**config.mk**
```make
export PLATFORM = sky130hd
export DESIGN_NAME = rtc_bus_seq
export DESIGN_NICKNAME = d
export VERILOG_FILES = /design/src/rtl/rtc_pkg.sv /design/src/rtl/rtc_step_decode.sv /design/src/rtl/rtc_bus_seq.sv
export SDC_FILE = /design/constraint.sdc
export NUM_CORES = 1
export LEC_CHECK = 0
export CORE_MARGIN = 2
export CORE_UTILIZATION = 41
export CTS_BUF_LIST = sky130_fd_sc_hd__clkbuf_16
export CTS_CLUSTER_SIZE = 16
export DETAILED_ROUTE_END_ITERATION = 7
export GPL_ROUTABILITY_DRIVEN = 0
export GPL_TIMING_DRIVEN = 0
export PLACE_DENSITY = 0.7
export REMOVE_ABC_BUFFERS = 1
export SLEW_MARGIN = 20
export SYNTH_ARGS = -nofsm -noshare
export SYNTH_HDL_FRONTEND = slang
export SYNTH_HIERARCHICAL = 1
export SYNTH_SLANG_ARGS = --single-unit
```
**constraint.sdc**
```tcl
create_clock -name clk -period 1.33 [get_ports clk]
set_input_delay 0.266 -clock clk [delete_from_list [all_inputs] [get_ports clk]]
set_output_delay 0.266 -clock clk [all_outputs]
set_load 0.005 [all_outputs]
```
**src/rtl/rtc_pkg.sv**
```systemverilog
// ============================================================================
// rtc_pkg: shared step-window constants and sequencer state type for the
//          RTC multiplexed-bus sequencer.
// Revision: 1.0
// ============================================================================
`default_nettype none

package rtc_pkg;

   // Step windows within one 0..21 bus cycle (inclusive bounds)
   localparam logic [4:0] STEP_CS_LO   = 5'd1;
   localparam logic [4:0] STEP_CS_HI   = 5'd20;
   localparam logic [4:0] STEP_ALE_LO  = 5'd2;
   localparam logic [4:0] STEP_ALE_HI  = 5'd5;
   localparam logic [4:0] STEP_ADDR_HI = 5'd7;
   localparam logic [4:0] STEP_DATA_LO = 5'd10;
   localparam logic [4:0] STEP_DATA_HI = 5'd17;
   localparam logic [4:0] STEP_WDRV_HI = 5'd18;

   typedef enum logic [1:0] {
      ST_IDLE = 2'd0,
      ST_RUN  = 2'd1,
      ST_FIN  = 2'd2
   } state_t;

endpackage

`default_nettype wire

```
**src/rtl/rtc_step_decode.sv**
```systemverilog
// ============================================================================
// rtc_step_decode: combinational map from bus step and latched request to the
//                  next RTC pin values.
// Revision: 1.0
// ============================================================================
`default_nettype none

module rtc_step_decode
   import rtc_pkg::*;
#(
   parameter int DW          = 8,
   parameter int SAMPLE_STEP = 17
) (
   input  logic [4:0]    step,
   input  logic          rw,
   input  logic [DW-1:0] addr,
   input  logic [DW-1:0] wdata,
   output logic          cs_n,
   output logic          rd_n,
   output logic          wr_n,
   output logic          ale,
   output logic          ad_oe,
   output logic [DW-1:0] ad_out
);

   localparam logic [4:0] SAMPLE_IDX = 5'(SAMPLE_STEP);

   logic in_cs;
   logic in_ale;
   logic in_addr;
   logic in_rd;
   logic in_wr;
   logic in_wdrv;

   // Steps 0 and 22..31 fall outside every window and so decode as idle.
   assign in_cs   = (step >= STEP_CS_LO)   && (step <= STEP_CS_HI);
   assign in_ale  = (step >= STEP_ALE_LO)  && (step <= STEP_ALE_HI);
   assign in_addr = (step >= STEP_CS_LO)   && (step <= STEP_ADDR_HI);
   assign in_rd   = (step >= STEP_DATA_LO) && (step <= SAMPLE_IDX);
   assign in_wr   = (step >= STEP_DATA_LO) && (step <= STEP_DATA_HI);
   assign in_wdrv = (step >= STEP_DATA_LO) && (step <= STEP_WDRV_HI);

   always_comb begin
      cs_n   = 1'b1;
      rd_n   = 1'b1;
      wr_n   = 1'b1;
      ale    = 1'b0;
      ad_oe  = 1'b0;
      ad_out = '0;

      if (in_cs) begin
         cs_n = 1'b0;
      end
      if (in_ale) begin
         ale = 1'b1;
      end

      if (in_addr) begin
         ad_oe  = 1'b1;
         ad_out = addr;
      end else if (rw) begin
         rd_n = ~in_rd;
      end else begin
         wr_n = ~in_wr;
         if (in_wdrv) begin
            ad_oe  = 1'b1;
            ad_out = wdata;
         end
      end
   end

endmodule

`default_nettype wire

```
**src/rtl/rtc_bus_seq.sv**
```systemverilog
// ============================================================================
// rtc_bus_seq: runs one RTC read/write bus cycle per request, driving the step
//              counter enable and registering the decoded bus strobes.
// Revision: 1.0
// ============================================================================
`default_nettype none

module rtc_bus_seq
   import rtc_pkg::*;
#(
   parameter int LAST_STEP   = 21,
   parameter int SAMPLE_STEP = 17,
   parameter int DW          = 8
) (
   input  logic          clk,
   input  logic          reset,
   input  logic          start,
   input  logic          rw,
   input  logic [DW-1:0] addr,
   input  logic [DW-1:0] wdata,
   input  logic [4:0]    step,
   output logic          cnt_en,
   output logic          busy,
   output logic          done,
   output logic [DW-1:0] rdata,
   output logic          cs_n,
   output logic          rd_n,
   output logic          wr_n,
   output logic          ale,
   output logic [DW-1:0] ad_out,
   output logic          ad_oe,
   input  logic [DW-1:0] ad_in
);

   localparam logic [4:0] LAST_IDX   = 5'(LAST_STEP);
   localparam logic [4:0] SAMPLE_IDX = 5'(SAMPLE_STEP);

   state_t state;
   state_t state_nx;

   logic          rw_q;
   logic [DW-1:0] addr_q;
   logic [DW-1:0] wdata_q;

   logic          dec_cs_n;
   logic          dec_rd_n;
   logic          dec_wr_n;
   logic          dec_ale;
   logic          dec_ad_oe;
   logic [DW-1:0] dec_ad_out;

   logic          accept;
   logic          sample;

   rtc_step_decode #(
      .DW          (DW),
      .SAMPLE_STEP (SAMPLE_STEP)
   ) u_decode (
      .step   (step),
      .rw     (rw_q),
      .addr   (addr_q),
      .wdata  (wdata_q),
      .cs_n   (dec_cs_n),
      .rd_n   (dec_rd_n),
      .wr_n   (dec_wr_n),
      .ale    (dec_ale),
      .ad_oe  (dec_ad_oe),
      .ad_out (dec_ad_out)
   );

   always_comb begin
      state_nx = state;
      accept   = 1'b0;
      sample   = 1'b0;
      case (state)
         ST_IDLE: begin
            if (start) begin
               accept   = 1'b1;
               state_nx = ST_RUN;
            end
         end
         ST_RUN: begin
            sample = rw_q && (step == SAMPLE_IDX);
            if (step == LAST_IDX) begin
               state_nx = ST_FIN;
            end
         end
         ST_FIN: begin
            state_nx = ST_IDLE;
         end
         default: begin
            state_nx = ST_IDLE;
         end
      endcase
   end

   // Control outputs follow the next state so each lines up with the edge
   // that enters or leaves RUN/FIN.
   always_ff @(posedge clk) begin
      if (reset) begin
         state   <= ST_IDLE;
         cnt_en  <= 1'b0;
         busy    <= 1'b0;
         done    <= 1'b0;
         rdata   <= '0;
         rw_q    <= 1'b0;
         addr_q  <= '0;
         wdata_q <= '0;
      end else begin
         state  <= state_nx;
         cnt_en <= (state_nx == ST_RUN);
         busy   <= (state_nx == ST_RUN);
         done   <= (state_nx == ST_FIN);
         if (accept) begin
            rw_q    <= rw;
            addr_q  <= addr;
            wdata_q <= wdata;
         end
         if (sample) begin
            rdata <= ad_in;
         end
      end
   end

   // Pins change half a clock after the counter's falling-edge step update.
   always_ff @(posedge clk) begin
      if (reset || (state != ST_RUN)) begin
         cs_n   <= 1'b1;
         rd_n   <= 1'b1;
         wr_n   <= 1'b1;
         ale    <= 1'b0;
         ad_oe  <= 1'b0;
         ad_out <= '0;
      end else begin
         cs_n   <= dec_cs_n;
         rd_n   <= dec_rd_n;
         wr_n   <= dec_wr_n;
         ale    <= dec_ale;
         ad_oe  <= dec_ad_oe;
         ad_out <= dec_ad_out;
      end
   end

endmodule

`default_nettype wire

```
# --- Yosys cells after proc, flatten, opt, wreduce, memory -nomap -nowiden ---
# Cells that the tools add are included.
word_totals:
  reg_bits: 42
  wordCells: 53
op_classes:
  order_cmp: 8
  n_eq_ne: 6
  n_mux: 14
  bitwise: 2
  n_reduce_logical: 10
op_table:
  columns: ["operator", "n"]
  rows:
  - ["$mux 8", 3]
  - ["$le 5x5->1 const B", 3]
  - ["$eq 5x5->1 const B", 2]
  - ["$le 5x3->1 const B", 2]
  - ["$mux 1", 8]
  - ["$logic_and 1x1->1", 6]
  - ["$reduce_or 3->1", 2]
  - ["$ge 5x1->1 const B", 1]
  - ["$ge 5x2->1 const B", 1]
  - ["$ge 5x4->1 const B", 1]
  - ["$eq 2x1->1 const B", 2]
  - ["$mux 2", 2]
  - ["$pmux 2 s2", 1]
  - ["$eq 2x2->1 const B", 1]
  - ["$logic_not 2->1", 1]
  - ["$ne 2x1->1 const B", 1]
  - ["$not 1->1", 2]
  - ["$logic_or 1x1->1", 1]

# --- Logic depth before layout (Yosys ltp) ---
# Gate-level depths: netlist of the first run.
depth:
  depth_word: 5
  mapped_depth: 5
  depth_no_buf: 4

# --- Cells and area by module ---
# The synthesis of the first run kept the hierarchy.
modules_own_cells:
  columns: ["module", "n_inst", "cells_each", "area_each_um2", "seq_area_each_um2"]
  rows:
  - ["rtc_bus_seq", 1, 132, 1452.6, 840.8]
  - ["rtc_step_decode", 1, 26, 205.2, 0.0]

# --- Worst setup path after synthesis of the first run ---
# Ideal clock, no wire load.
synth_timing:
  path_kind: "input to register"
  start: "input step[3]"
  end: "register rd_n"
  setup_time_ps: 132
  arrival_ps: 1119
  slack_ps: 79
  path_stages: 4
  n_path_buf: 0
  cell_sequence: "nand2b_1 > nor3_1 > o21ai_0 > or3_2"
synth_between:
  elab_chain_cells: 3
  elab_cells_between_ends: 8
synth_lines:
  columns: ["item", "line_no", "text"]
  rows:
  - ["start, declared", "rtc_bus_seq.sv:21", "input logic [4:0] step,"]
  - ["$ge 5x1->1 (tied with other cells)", "rtc_step_decode.sv:38", "assign in_addr = (step >= STEP_CS_LO) && (step <= STEP_ADDR_HI);"]
  - ["$logic_and 1x1->1, on equally long branches", "rtc_step_decode.sv:38, rtc_step_decode.sv:39", null]
  - ["$reduce_or 3->1 (no line) or $not 1->1 (tied branches)", null, null]
  - ["end signal, assigned", "rtc_bus_seq.sv:136", "rd_n <= dec_rd_n;"]
  - ["end, declared", "rtc_bus_seq.sv:27", "output logic rd_n,"]
# Parallel ways exist; a longest one is shown, timed or not.
# A chain may end at the register's enable or synchronous reset.

# --- Worst setup path in the final report of the first run ---
layout_timing:
  start: "register state[0]"
  end: "register wdata_q[4]"
layout_between:
  elab_chain_cells: 2
layout_lines:
  columns: ["item", "line_no", "text"]
  rows:
  - ["start, declared", "rtc_bus_seq.sv:38", "state_t state;"]
  - ["start signal, assigned", "rtc_bus_seq.sv:110", "state <= state_nx;"]
  - ["$logic_not 2->1", "rtc_bus_seq.sv:75", "case (state)"]
  - ["$mux 1", "rtc_bus_seq.sv:75", null]
  - ["end signal, assigned", "rtc_bus_seq.sv:117", "wdata_q <= wdata;"]
  - ["end, declared", "rtc_bus_seq.sv:43", "logic [DW-1:0] wdata_q;"]
# Every way passes these cells.

==> run metrics, run 1 <==
RSZ-0062 raised after global routing yes; nets@finish 250; site row count 23; area of the multi-input gates 807 sq um; reg2reg setup slack 60 ps; Layout Skew 6.58 ps; crit-path max FO 6; pin count of the biggest net entering global routing 25; WHS Path Cells 3; die area 4570 sq um; Place WS -1110 ps; FMAX 0.789 GHz; layout cell share with drive strength beyond 1 17.0%; Period minus WS final 1270 ps; routed len/inst 13.9 um; Worst Hold Class primary input to flip-flop; Arr. time, crit path 1420 ps; # fillers 330; Die H 67.6 um; number of buffers created by CTS 5; Power Dens Cells 1180 nW/um^2; synthesized flop and latch total 42; endpoints failing hold 0; Final HPWL DP 2460 um; synth unique cells 27; Mapped Cells 158; status finished, final reports clean; worst r2r path cells 4; Critical Setup Path Class flip-flop to flip-flop; synthesized area 1660 sq um; startpoint type of the worst setup path flip-flop; Final Cycle Share 95.3%; DRT Wirelength 3740 um; Worst-Margin Slew 466 ps; FF/Latch Area 850 sq um; Critical Path Source state[0]; crit end category flip-flop; ant diodes 0; vias per inst 4.94; Final Util 62.2%; CTS tree done; Starting Density 42.1%; Critical Path End wdata_q[4]; relative slew slack 68.9%; DRC 0; synthesized area per cell 10.5 sq um; Slew Limit Fails 0; total power 2890 uW; drt first pass iters 4; Die Wd 67.6 um; Root Buffer clkbuf_16; peak supply drop 851 uV; Critical Path RT 1480 ps; Clk Latency, worst-skew pair 280 ps; Leak 0.00106 uW; Port Buf Inserts 56; CTS clock-pin slew for the worst setup and hold paths 60 ps; gr usage total 17.1%; warnings from Yosys 6; core area 3940 sq um; initial antenna violation count 0; vias 1323; GR Overflow Total 0; worst setup margin 63.0 ps; # setup viols final 0; count of clock tree sinks 42; vias in the first global route 1281; drt initial violations 37; Clock Tree Buf Depth 2; I/O Pins 57; Reg-to-Reg End wdata_q[4]; Area Overhead vs Synth 47.9%; number of H-tree levels 2; Max-cap violations 0; first-pass GRT wire length 5750 um; sequential share of the synthesized area 50.7%; antenna-violating nets left 0; worst reg2reg path startpoint state[0]
-- power by group --
group,internal (uW),switching [uW],total [uW]
clock network,687,461,1150
registers,1310,32.3,1340
logic,228,170,398
-- placed cells by master (no fill, tap or decap), drive strengths merged, types with 2 or more instances in the layout --
cell / Yosys / layout
a22o: 11 / 11
or3: 3 / 3
and4bb: 2 / 2
and2: 10 / 10
o21ai: 2 / 2
inv: 1 / 3
dlygate4sd2: 0 / 25
dfxtp: 42 / 42
clkdlybuf4s50: 0 / 25
o21bai: 2 / 2
nor3: 6 / 6
nand2b: 2 / 2
mux2i: 25 / 25
nor2: 20 / 20
nand2: 18 / 18
buf: 6 / 4
clkbuf: 2 / 9
clkinv: 1 / 2
-- worst min path at each step --
| stage | startpoint | endpoint |
|---|---|---|
| after floorplan | reset | addr_q[0] |
| after global placement | rdata[2] | rdata[2] |
| after detailed placement | rdata[5] | rdata[5] |
| after CTS | rdata[5] | rdata[5] |
| after global routing | step[3] | ale |
| final | step[3] | ale |
-- cell usage after synthesis, drive strengths merged --
library cell  number  share of area (%)
dfxtp             42                 51
mux2i             25                 15
nor2              20                4.5
nand2             18                4.1
a22o              11                5.8
and2              10                3.8
buf                6                3.6
nor3               6                2.1
or3                3                1.4
and4bb             2                1.5
clkbuf             2               0.45
nand2b             2               0.91
o21ai              2               0.60
o21bai             2                1.1
a211o              1               0.53
clkinv             1               0.23
inv                1               0.23
nor3b              1               0.75
o32ai              1                1.7
or2                1               0.38
xnor2              1               0.53
-- sequential cells by signal, indices dropped and copies added, names as in the netlist --
| signal | count |
|---|---|
| rd_n | 1 |
| wdata_q | 8 |
| busy | 1 |
| ad_oe | 1 |
| rw_q | 1 |
| wr_n | 1 |
| addr_q | 8 |
| done | 1 |
| ad_out | 8 |
| state | 2 |
| rdata | 8 |
| cs_n | 1 |
| ale | 1 |
-- cells by family (layout without fill, tap and decap cells) --
kind of cell              after synthesis  count (layout)  synth area share, %
muxes                                  25              25                 15.1
DFF                                    42              42                 50.7
buffers and inverters                  10              70                 4.53
AOI/OAI and AO/OA                      17              17                 9.74
xor gates and xnor gates                1               1                0.528
and+or+nand+nor                        63              63                 19.4
-- repair_timing --
item,CTS,global route
setup endpoints to repair,62,27
resized for setup,43,23
pin swaps,2,3
cloned,0,1
buffers inserted,2,0
hold buffers,0,0
-- per-layer routing --
metal / up-vias / GRT usage, % / wire (um) / part of all wire (%)
met5: - / 0 / 0 / 0
met4: 0 / 7.65 / 46 / 1.2
met3: 6 / 6.00 / 274 / 7.3
met2: 50 / 28.4 / 1830 / 49
met1: 611 / 19.7 / 1580 / 42
li1: 656 / - / - / -
-- final cells by class --
type	instances	share of cell area (%)
Sequential cell	42	34.6
Clock inverter	3	0.663
Timing Repair Buffer	60	23.8
Clock buffer	5	5.10
Tap cell	50	2.55
Inverter	2	0.357
Multi-Input combinational cell	106	32.9
-- critical path: stages, from the launching register on --
cell,delay [ps]
dfxtp_2,350
nor3b_4,320
clkbuf_16,230
mux2i_1,190
nor2_1,60
-- stage by stage --
| stage | std cells | hold slack (ps) | cell area, sq um | TNS, ps |
|---|---|---|---|---|
| floorplan | 150 | 338 | 1590 | -9240 |
| global placement | 256 | 443 | 2210 | -40250 |
| detailed placement | 257 | 449 | 2230 | -29650 |
| CTS | 267 | 454 | 2390 | 0 |
| global route | 268 | 394 | 2450 | -21.9 |
| finish | 268 | 384 | 2450 | 0 |
Power figures use the tool's default switching activity.
==> run 2, diff against run 1 <==
Settings changed: ABC_CLOCK_PERIOD_IN_PS from default to 1330, CAP_MARGIN from default to 20, CORE_ASPECT_RATIO from default to 1.4.
==> run metrics, run 2 (same netlist as run 1, synthesis figures left out) <==
vias in the first global route 1339 (+4.5%); pin count of the biggest net entering global routing 25 (unchanged); final std cells w/o fill 260 (-3.0%); endpoints failing hold 0 (unchanged); clock share of power 38.9% (-0.8 points); Arr. time, crit path 1450 ps (+30 ps); Starting Density 42.3% (+0.26 points); CTS clock-pin slew for the worst setup and hold paths 50 ps (about the same); sw frac 21.9% (-1.0 points); peak supply drop 726 uV (-15%); M1 GR Usage 17.0% (-2.7 points); crit end category flip-flop; gr usage total 16.1% (-1.1 points); routed len/inst 13.5 um (-2.9%); GR Overflow Total 0 (unchanged); site row count 27 (+17%); status finished, final reports clean; # setup viols final 0 (unchanged); worst r2r path cells 3 (-1); Critical Path RT 1530 ps (+50 ps); Placed Cells 250 (-2.7%); Int Pwr 2200 uW (-1.3%); initial antenna violation count 0 (unchanged); Leak 0.00105 uW (-0.84%); most frequent cells in the layout dfxtp_1 (40), mux2i_1 (25), clkdlybuf4s50_1 (25), dlygate4sd2_1 (25); drt initial violations 33 (-11%); Period minus WS final 1250 ps (-12.8 ps); drt first pass iters 4 (unchanged); I/O Pins 57 (unchanged); sequential share of power 47.8% (+1.3 points); Hold WS 404 ps (+20.5 ps); Die H 79.2 um (+17%); vias per inst 5.10 (+3.4%); Die Wd 57.7 um (-15%); design area 2400 sq um (-2.2%); RSZ-0062 raised after global routing no; count of clock tree sinks 42 (unchanged); setup TNS 0 ps (unchanged); commonest non-fill, non-tap cell in the layout dfxtp_1; area of the multi-input gates 793 sq um (-1.7%); startpoint type of the worst setup path flip-flop; vias 1327 (+0.30%); CTS tree done; # fillers 343 (+3.9%); number of buffers created by CTS 5 (unchanged); Critical Setup Path Class flip-flop to flip-flop; crit-path max FO 8 (+2); Clock Tree Buf Depth 2 (unchanged); Worst-Margin Slew 469 ps (+3.26 ps); P_sw 616 uW (-7.1%); relative slew slack 68.7% (-0.18 points); antenna-violating nets left 0 (unchanged); nets@finish 250 (unchanged); FMAX 0.797 GHz (+1.0%); Layout Skew 1.85 ps (-4.73 ps); grt met2 use 28.2% (-0.25 points); layout cell share with drive strength beyond 1 14.3% (-2.7 points); Final HPWL DP 2490 um (+1.2%); first-pass GRT wire length 5660 um (-1.6%); Root Buffer clkbuf_16; die area 4580 sq um (+0.15%); DRC 0 (unchanged); met3 Use GR 5.37% (-0.63 points); FF/Latch Area 843 sq um (-0.74%); Final Cycle Share 94.3% (-0.96 points); core area 3920 sq um (-0.60%); WHS Path Cells 3 (unchanged); Slew Limit Fails 0 (unchanged); Combinational Power Share 13.3% (-0.5 points); Clk Latency, worst-skew pair 270 ps (about the same); DRT Wirelength 3520 um (-5.8%); placed cell area 2230 sq um (-0.22%); most used routing layer met2; cts-stage hold buffer count 0 (unchanged); Power Dens Cells 1170 nW/um^2 (-0.44%); ant diodes 0 (unchanged); Worst Hold Class primary input to flip-flop; number of H-tree levels 2 (unchanged); Port Buf Inserts 56 (unchanged); Max-cap violations 0 (unchanged); Area Overhead vs Synth 44.6%
==> run 2: per-layer routing <==
| layer | wire (um) | up-vias | part of all wire, % |
|---|---|---|---|
| li1 | - | 658 | - |
| met1 | 1400 | 612 | 40 |
| met2 | 1800 | 51 | 51 |
| met3 | 274 | 6 | 7.8 |
| met4 | 49 | 0 | 1.4 |
| met5 | 0 | - | 0 |
==> run 2: stage by stage <==
stage	utilization (%)	power, uW	setup slack, ps
2_1_floorplan	-	1530	-497
3_3_place_gp	56.3	1700	-1220
3_5_place_dp	56.8	1730	-1120
4_1_cts	60.4	2830	-55.2
5_1_grt	61.2	2940	4.86
6_report	61.2	2810	75.8
==> run 2: final cells by class <==
class,instances,area share [%]
timing repair buffer,60,23.6
clock buffer,5,5.22
clock inverter,2,0.313
inverter,2,0.365
multi-input combinational,106,33.1
tap,43,2.24
sequential,42,35.2
==> run 2: repair_timing <==
action,CTS,global route
setup endpoints to repair,64,29
pin swaps,2,1
hold endpoints to repair,0,0
resized for setup,36,21
setup buffers,3,0
==> run 2: worst paths after layout <==
check,start,slack (ps),endpoint
max,state[1],80,rdata[4]
min,step[3],400,ale
max reg2reg,state[1],80,rdata[4]
min reg2reg,rdata[1],460,rdata[1]
==> run 2: power by group through the flow <==
stage | clock network [uW] | registers (uW) | logic [uW]
finish | 1100 | 1340 | 373
floorplan | 0 | 1360 | 169
detailed placement | 0 | 1370 | 356
global placement | 0 | 1360 | 339
CTS | 1130 | 1340 | 364
global route | 1180 | 1350 | 410
==> run 2: critical path: stages, from the launching register on <==
cell and delay (ps):
dfxtp_1 330, nand2b_4 170, and4bb_4 460, mux2i_1 220
